`src/rtl/aes_io_pkg.sv`:
```
// Shared types and defaults for the AES board-level byte I/O blocks
// (feeder on the transmit side, loader/debounce on the receive side).
package aes_io_pkg;

  localparam int AES_BLOCK_BYTES  = 16;
  // Strobe timing defaults; the loader-side debounce is sized from these too.
  localparam int AES_PULSE_CYCLES = 1;
  localparam int AES_GAP_CYCLES   = 1;

  typedef enum logic [1:0] {
    IDLE  = 2'd0,
    SETUP = 2'd1,
    PULSE = 2'd2,
    GAP   = 2'd3
  } feeder_state_t;

  function automatic int imax(input int a, input int b);
    return (a > b) ? a : b;
  endfunction

endpackage

```
`src/rtl/aes_io_timer.sv`:
```
// Loadable down-counter with a zero flag. Counts down to 0 and parks there;
// a load takes priority over counting.
module aes_io_timer #(
  parameter int W = 1
) (
  input  logic         clk,
  input  logic         rst_n,
  input  logic         load_i,
  input  logic [W-1:0] load_val_i,
  output logic         zero_o
);

  logic [W-1:0] cnt_q, cnt_d;

  // Next count: reload, else decrement until zero
  always_comb begin
    cnt_d = cnt_q;
    if (load_i)             cnt_d = load_val_i;
    else if (cnt_q != '0)   cnt_d = cnt_q - W'(1);
  end

  // Count register
  always_ff @(posedge clk or negedge rst_n) begin
    if (!rst_n) cnt_q <= '0;
    else        cnt_q <= cnt_d;
  end

  assign zero_o = (cnt_q == '0);

endmodule

```
`src/rtl/aes_byte_feeder.sv`:
```
// Replays one 128-bit block as a byte-per-strobe switch/push-button sequence:
// SETUP drives the byte, PULSE raises push_btn, GAP holds the byte with the
// button released. All outputs are registered from the next-state decode.
module aes_byte_feeder
  import aes_io_pkg::*;
#(
  parameter int BYTES        = AES_BLOCK_BYTES,
  parameter int PULSE_CYCLES = AES_PULSE_CYCLES,
  parameter int GAP_CYCLES   = AES_GAP_CYCLES
) (
  input  logic               clk,
  input  logic               rst_n,
  input  logic               blk_valid,
  output logic               blk_ready,
  input  logic [8*BYTES-1:0] blk_data,
  input  logic               abort,
  output logic [7:0]         sw_byte,
  output logic               push_btn,
  output logic               busy,
  output logic               done
);

  localparam int BW = 8 * BYTES;
  localparam int IW = imax(1, $clog2(BYTES));
  localparam int TW = imax(1, $clog2(imax(PULSE_CYCLES, GAP_CYCLES) + 1));

  feeder_state_t state_q, state_d;
  logic [BW-1:0] shift_q, shift_d;
  logic [IW-1:0] idx_q, idx_d;
  logic [7:0]    sw_q, sw_d;
  logic          push_q, push_d;
  logic          ready_q, ready_d;
  logic          busy_q, busy_d;
  logic          done_q, done_d;

  logic          tmr_load;
  logic [TW-1:0] tmr_val;
  logic          tmr_zero;

  // ready_q is only ever high in IDLE, so it doubles as the accept qualifier
  logic hs;
  assign hs = blk_valid & ready_q;

  // Next-state, shift register, index and byte-line decode
  always_comb begin
    state_d = state_q;
    shift_d = shift_q;
    idx_d   = idx_q;
    sw_d    = sw_q;
    done_d  = 1'b0;
    unique case (state_q)
      IDLE: begin
        if (hs) begin
          state_d = SETUP;
          shift_d = blk_data;
          idx_d   = '0;
          sw_d    = blk_data[BW-1 -: 8];
        end
      end
      SETUP: state_d = PULSE;
      PULSE: if (tmr_zero) state_d = GAP;
      GAP: begin
        if (tmr_zero) begin
          if (idx_q == IW'(BYTES - 1)) begin
            state_d = IDLE;
            idx_d   = '0;
            done_d  = 1'b1;
          end else begin
            state_d = SETUP;
            shift_d = shift_q << 8;
            idx_d   = idx_q + IW'(1);
            sw_d    = shift_d[BW-1 -: 8];
          end
        end
      end
      default: state_d = IDLE;
    endcase
    // Cancel wins over everything outside IDLE; lines are released at once
    if (abort && (state_q != IDLE)) begin
      state_d = IDLE;
      idx_d   = '0;
      sw_d    = 8'h00;
      done_d  = 1'b0;
    end
  end

  // Registered-output decode from the next state
  always_comb begin
    push_d  = (state_d == PULSE);
    ready_d = (state_d == IDLE);
    busy_d  = (state_d != IDLE);
  end

  // Timer reloads on every state entry with that state's dwell minus one
  always_comb begin
    tmr_load = (state_d != state_q);
    tmr_val  = '0;
    if (state_d == PULSE)    tmr_val = TW'(PULSE_CYCLES - 1);
    else if (state_d == GAP) tmr_val = TW'(GAP_CYCLES - 1);
  end

  aes_io_timer #(.W(TW)) u_timer (
    .clk        (clk),
    .rst_n      (rst_n),
    .load_i     (tmr_load),
    .load_val_i (tmr_val),
    .zero_o     (tmr_zero)
  );

  // State and output registers
  always_ff @(posedge clk or negedge rst_n) begin
    if (!rst_n) begin
      state_q <= IDLE;
      shift_q <= '0;
      idx_q   <= '0;
      sw_q    <= 8'h00;
      push_q  <= 1'b0;
      ready_q <= 1'b0;
      busy_q  <= 1'b0;
      done_q  <= 1'b0;
    end else begin
      state_q <= state_d;
      shift_q <= shift_d;
      idx_q   <= idx_d;
      sw_q    <= sw_d;
      push_q  <= push_d;
      ready_q <= ready_d;
      busy_q  <= busy_d;
      done_q  <= done_d;
    end
  end

  assign sw_byte   = sw_q;
  assign push_btn  = push_q;
  assign blk_ready = ready_q;
  assign busy      = busy_q;
  assign done      = done_q;

endmodule
```
`config.mk`:
```
export PLATFORM = sky130hd
export DESIGN_NAME = aes_byte_feeder
export DESIGN_NICKNAME = d
export VERILOG_FILES = /design/src/rtl/aes_io_pkg.sv /design/src/rtl/aes_io_timer.sv /design/src/rtl/aes_byte_feeder.sv
export SDC_FILE = /design/constraint.sdc
export NUM_CORES = 1
export LEC_CHECK = 0
export CORE_ASPECT_RATIO = 2
export CORE_MARGIN = 10
export CORE_UTILIZATION = 54
export DETAILED_ROUTE_END_ITERATION = 10
export MAX_ROUTING_LAYER = met4
export PLACE_DENSITY_LB_ADDON = 0.3
export SYNTH_ARGS = -nofsm -noshare
export SYNTH_HDL_FRONTEND = slang
export SYNTH_SLANG_ARGS = --single-unit
```
`constraint.sdc`:
```
create_clock -name clk -period 4.5 [get_ports clk]
set_clock_uncertainty 0.15 [all_clocks]
set_input_delay 0.9 -clock clk [delete_from_list [all_inputs] [get_ports clk]]
set_output_delay 0.9 -clock clk [all_outputs]
set_load 0.1 [all_outputs]
```
# Yosys cells after proc, flatten, opt, wreduce, memory -nomap -nowiden
# Index checks and enable logic that the tools add are counted.
word_totals:
  regBits: 139
  latchBits: 0
  mem_bits_rw: 0
  romBits: 0
  in_bits: 132
  elab_cells: 60
  n_memories: 0
op_classes:
  n_addsub: 2
  multipliers: 0
  div_mod_pow: 0
  order_cmp: 0
  n_eq_ne: 12
  shifts: 0
  muxes: 26
  n_bitwise: 1
  reduce_logical: 10
ops:
  columns: ["operator", "count"]
  rows:
  - ["120-bit two-way mux", 3]
  - ["120-bit one-hot mux with 2 select lines", 1]
  - ["8-bit two-way mux", 4]
  - ["4-bit two-way mux", 4]
  - ["8-bit one-hot mux with 2 select lines", 1]
  - ["3-bit inequality test (second input constant)", 3]
  - ["2-bit two-way mux", 4]
  - ["2-bit one-hot mux with 4 select lines", 1]
  - ["4-bit one-hot mux with 2 select lines", 1]
  - ["4-bit AND reduction", 2]
  - ["1-bit two-way mux", 7]
  - ["2-bit == test (second input constant)", 3]
  - ["2-bit inequality test (second input constant)", 3]
  - ["2-bit nonzero test", 3]
  - ["4-bit by 1-bit adder with 4-bit output (second input constant)", 1]
  - ["4-bit == test (second input constant)", 1]
  - ["2-bit zero test", 2]
  - ["3-bit AND reduction", 1]
  - ["3-bit nonzero test", 1]
  - ["2-bit by 1-bit == test with 1-bit output (second input constant)", 1]
  - ["2-bit inequality test", 1]
  - ["1-bit AND", 1]
  - ["1-bit logical AND", 1]
  - ["1-bit subtractor (second input constant)", 1]

# Longest topological paths before layout
logic_depth:
  word_depth: 7
  mapped_depth: 7

# Cells and area by module
# A second synthesis with hierarchy kept.
unflattened:
  cells_unflattened: 487
  hier_area_um2: 6844.1
by_module_without_submodules:
  columns: ["module", "instances", "cells_each", "area_each_um2", "seq_area_each_um2"]
  rows:
  - ["aes_byte_feeder", 1, 484, 6809.0, 3453.3]
  - ["aes_io_timer", 1, 3, 35.0, 25.0]

# Worst setup path after synthesis
# No wires, ideal clock.
synth_path:
  path_type: "flip-flop to flip-flop"
  from: "register ready_q (netlist: blk_ready)"
  to: "register shift_q[100]"
  setup_time_ns: 0.126
  t_arrival_ns: 2.010
  t_required_ns: 4.224
  path_slack_ns: 2.214
  stages_incl_launch_ff: 6
  synth_period_minus_slack_ns: 2.286
  cell_sequence: "dfrtp_1 nand2_1 a221oi_4 buf_2 buf_2 a21oi_1"
synth_via:
  elab_chain_cells: 3
synth_lines:
  columns: ["item", "line", "rtl"]
  rows:
  - ["start, declared", "aes_byte_feeder.sv:32", "logic ready_q, ready_d;"]
  - ["start signal, assigned", "aes_byte_feeder.sv:127", "ready_q <= ready_d;"]
  - ["1-bit AND", "aes_byte_feeder.sv:42", "assign hs = blk_valid & ready_q;"]
  - ["2-bit inequality test (no line)", null, null]
  - ["4-bit AND reduction (no line)", null, null]
  - ["end signal, assigned", "aes_byte_feeder.sv:123", "shift_q <= shift_d;"]
  - ["end, declared", "aes_byte_feeder.sv:28", "logic [BW-1:0] shift_q, shift_d;"]
# No other way between the ends.
# A chain may end at the register's enable or synchronous reset.

# Worst setup path in the final report
layout_path:
  from: "register sw_q[7] (netlist: sw_byte[7])"
  to: "output port sw_byte[7]"
layout_lines:
  columns: ["item", "line", "rtl"]
  rows:
  - ["start, declared", "aes_byte_feeder.sv:30", "logic [7:0] sw_q, sw_d;"]
  - ["start signal, assigned", "aes_byte_feeder.sv:125", "sw_q <= sw_d;"]
  - ["end, declared", "aes_byte_feeder.sv:17", "output logic [7:0] sw_byte,"]
# No word-level cell between the ends.

==> impl_metrics.toml <==
[outcome]
status = "completed"

[layout]
fin_util = 0.722
seqCellArea_mm2 = 0.00345
multi_input_area_mm2 = 0.00263
drive_gt1_frac = 0.0526
fillers = 905
final_common_cell = "clkdlybuf4s50_1"
nets = 864
layout_common_cells = "clkdlybuf4s50_1, dfrtp_1, mux2i_1"
syn_to_final_growth_pct = 31.6

[yosys]
synth.mux.area_fraction = 0.188
synth_cell_types = 25
syn_inst = 602
synth.ff_latch_count = 138
yosysTopAreaCellShare = 0.541
synth_fa_ha_area_frac = 0.00784
syn_area_per_cell_um2 = 10.6
yosys.area_share.simple = 0.0924
syn-num-nets = 738
syn_area_mm2 = 0.00638
synth_top_family_by_area = "multiplexers"
ys_warn_count = 0
yosysSeqAreaShare = 0.541
synth_area_leaders = "dfrtp_1, mux2i_1, a21oi_1"
synth_compound_area_frac = 0.121
synth-xor-area-share = 0
netlist.top_cell.by_area = "dfrtp_1"

[clocking]
cts_max_path_buffers = 2
cts_resized = 0
cts_root_buf = "clkbuf_16"
cts_made_buffers = 17
cts_hold_buf = 0
clock_latency_ns = 0.41
clkSlewWorstSetupHoldPaths_ns = 0.05
clock-sinks = 138
ctsHtreeMaxLevel = 4
cts_tree = "built"
post_cts_buffers = 0

[floorplanning]
io_pins = 144
rows = 56
start_util = 0.549
die_x_um = 96.9
core_mm2 = 0.0116
fp.dieH_um = 174
dieArea_mm2 = 0.0168

[placement]
io_buffers = 143
dp_hpwl_um = 11300
gp_congestion = 0.825

[global_routing]
grt_use_met1 = 0.200
gr-usage-all-layers = 0.195
grt_overflow_total = 0
grt_pass1_wl_um = 25900
grt_pass1_vias = 5141
grt_use_met2 = 0.344
busiest_layer = "met2"
grtUsageMet3 = 0.0451
grt_max_degree = 181
antenna_found_initial = 1

[setup_path]
critPathLaunchType = "flip-flop"
path_cells = "clkdlybuf4s50_1"
end_kind = "output pin"
crit_path_max_incr_delay_ns = 1.20
r2r_slack_ns = 2.04
critPathArrivalTime_ns = 1.95
r2r-start = "state_q[0]$_DFF_PN0_"
timing.rr.end = "shift_q[77]$_DFFE_PN0P_"
crit_buf_inv = 1
crit_type = "flip-flop to output pin"
slowest_stage = "clkdlybuf4s50_1"
cpLargestDelayFamily = "buffers and inverters"
reg2reg_depth = 4
crit_start = "sw_byte[7]$_DFFE_PN0P_"
crit_fanout = 2
worstPathRequired_ns = 3.45

[worst_hold_path]
min_path_cells = 1
hold_end = "sw_byte[6]$_DFFE_PN0P_"
min-delay-start = "sw_byte[6]$_DFFE_PN0P_"
holdCritPathClass = "flip-flop to flip-flop"

[route]
wl_um = 16000
vias = 4749
first_pass_iters = 4
ant_nets = 0
drt-wirelength-per-cell_um = 18.0
first_iter_violations = 227
drc = 0
via_per_inst = 5.35

[sta]
setup_viol = 0
slew_viol_final = 0
min_period_over_period = 0.667
fmax_ghz = 0.333
min_period_ns = 3.00
hold_viol = 0
rsz0062_at_grt = "false"
tightest_slew_ns = 1.05
timing.setup.tns_ns = 0
relSlewSlack = 0.295

[power]
p_leak_nw = 3.27
ir_worst_vdd_mv = 0.584
power_density_mw_per_mm2 = 748

[flow_run]
drv_cap = 0
## cells by family (layout without fill, tap and decap cells)
logic type                 Yosys count  count (layout)
and+or+nand+nor                    143             143
AOI/OAI and AO/OA                  142             142
DFF                                138             138
muxes                              120             120
buffers and inverters               55             194
adders and majority gates            4               4
other                                0               1
## cell type report
class / instances / area share
well taps: 145 / 0.0216
multi-input cells: 409 / 0.313
inverters: 14 / 0.00626
clock inverters: 13 / 0.0170
clock buffers: 19 / 0.0527
diodes: 1 / 0.000298
flip-flops and latches: 138 / 0.411
repair buffers: 148 / 0.178
## power by group
group,switching (mW),leakage (nW),internal [mW],total [mW]
clock,0.541,0.272,0.834,1.38
sequential,0.343,1.56,1.88,2.22
combinational,1.71,1.43,0.967,2.68
## cell usage after synthesis (all sizes together)
cell type and instances:
dfrtp 138, mux2i 120, a21oi 116, nor2 113, buf 35, inv 14
o21ai 12, nand2 11, nand3b 8, o2bb2ai 8, clkbuf 6, ha 4
nand3 4, and3 2, nand2b 2, o22ai 2, a2111oi 1, a211oi 1
a21o 1, a221oi 1, nor2b 1, nor3 1, nor3b 1
## metrics by stage
step | cell area [µm²] | hold slack [ns] | total power, mW | setup WS [ns] | instances
final | 8400 | 0.348 | 6.28 | 1.50 | 887
after global routing | 8400 | 0.367 | 6.73 | 1.44 | 887
after CTS | 8390 | 0.353 | 6.31 | 1.47 | 886
after detailed placement | 7810 | 0.336 | 4.91 | 1.60 | 854
after global placement | 7810 | 0.326 | 4.75 | 1.66 | 854
after floorplan | 6380 | 0.326 | 4.41 | 2.21 | 602
## sequential cells by signal, summed over array words and instances (netlist names)
register / flops
blk_ready: 1
busy: 1
done: 1
idx_q: 4
push_btn: 1
shift_q: 120
state_q: 2
sw_byte: 8
## worst max path at each step
stage | cells after the start | end
detailed placement | 6 | shift_q[84]$_DFFE_PN0P_
global route | 1 | sw_byte[7]
finish | 1 | sw_byte[7]
floorplan | 5 | shift_q[100]$_DFFE_PN0P_
global placement | 6 | shift_q[43]$_DFFE_PN0P_
CTS | 1 | sw_byte[7]
## metal layers
metal	up-vias	share of wire	routed length, µm
li1	2344	-	-
met1	2262	0.39	6210
met2	116	0.55	8750
met3	27	0.034	536
met4	0	0.029	465
met5	-	0	0
No activity file was read; power rests on OpenSTA's default activity.
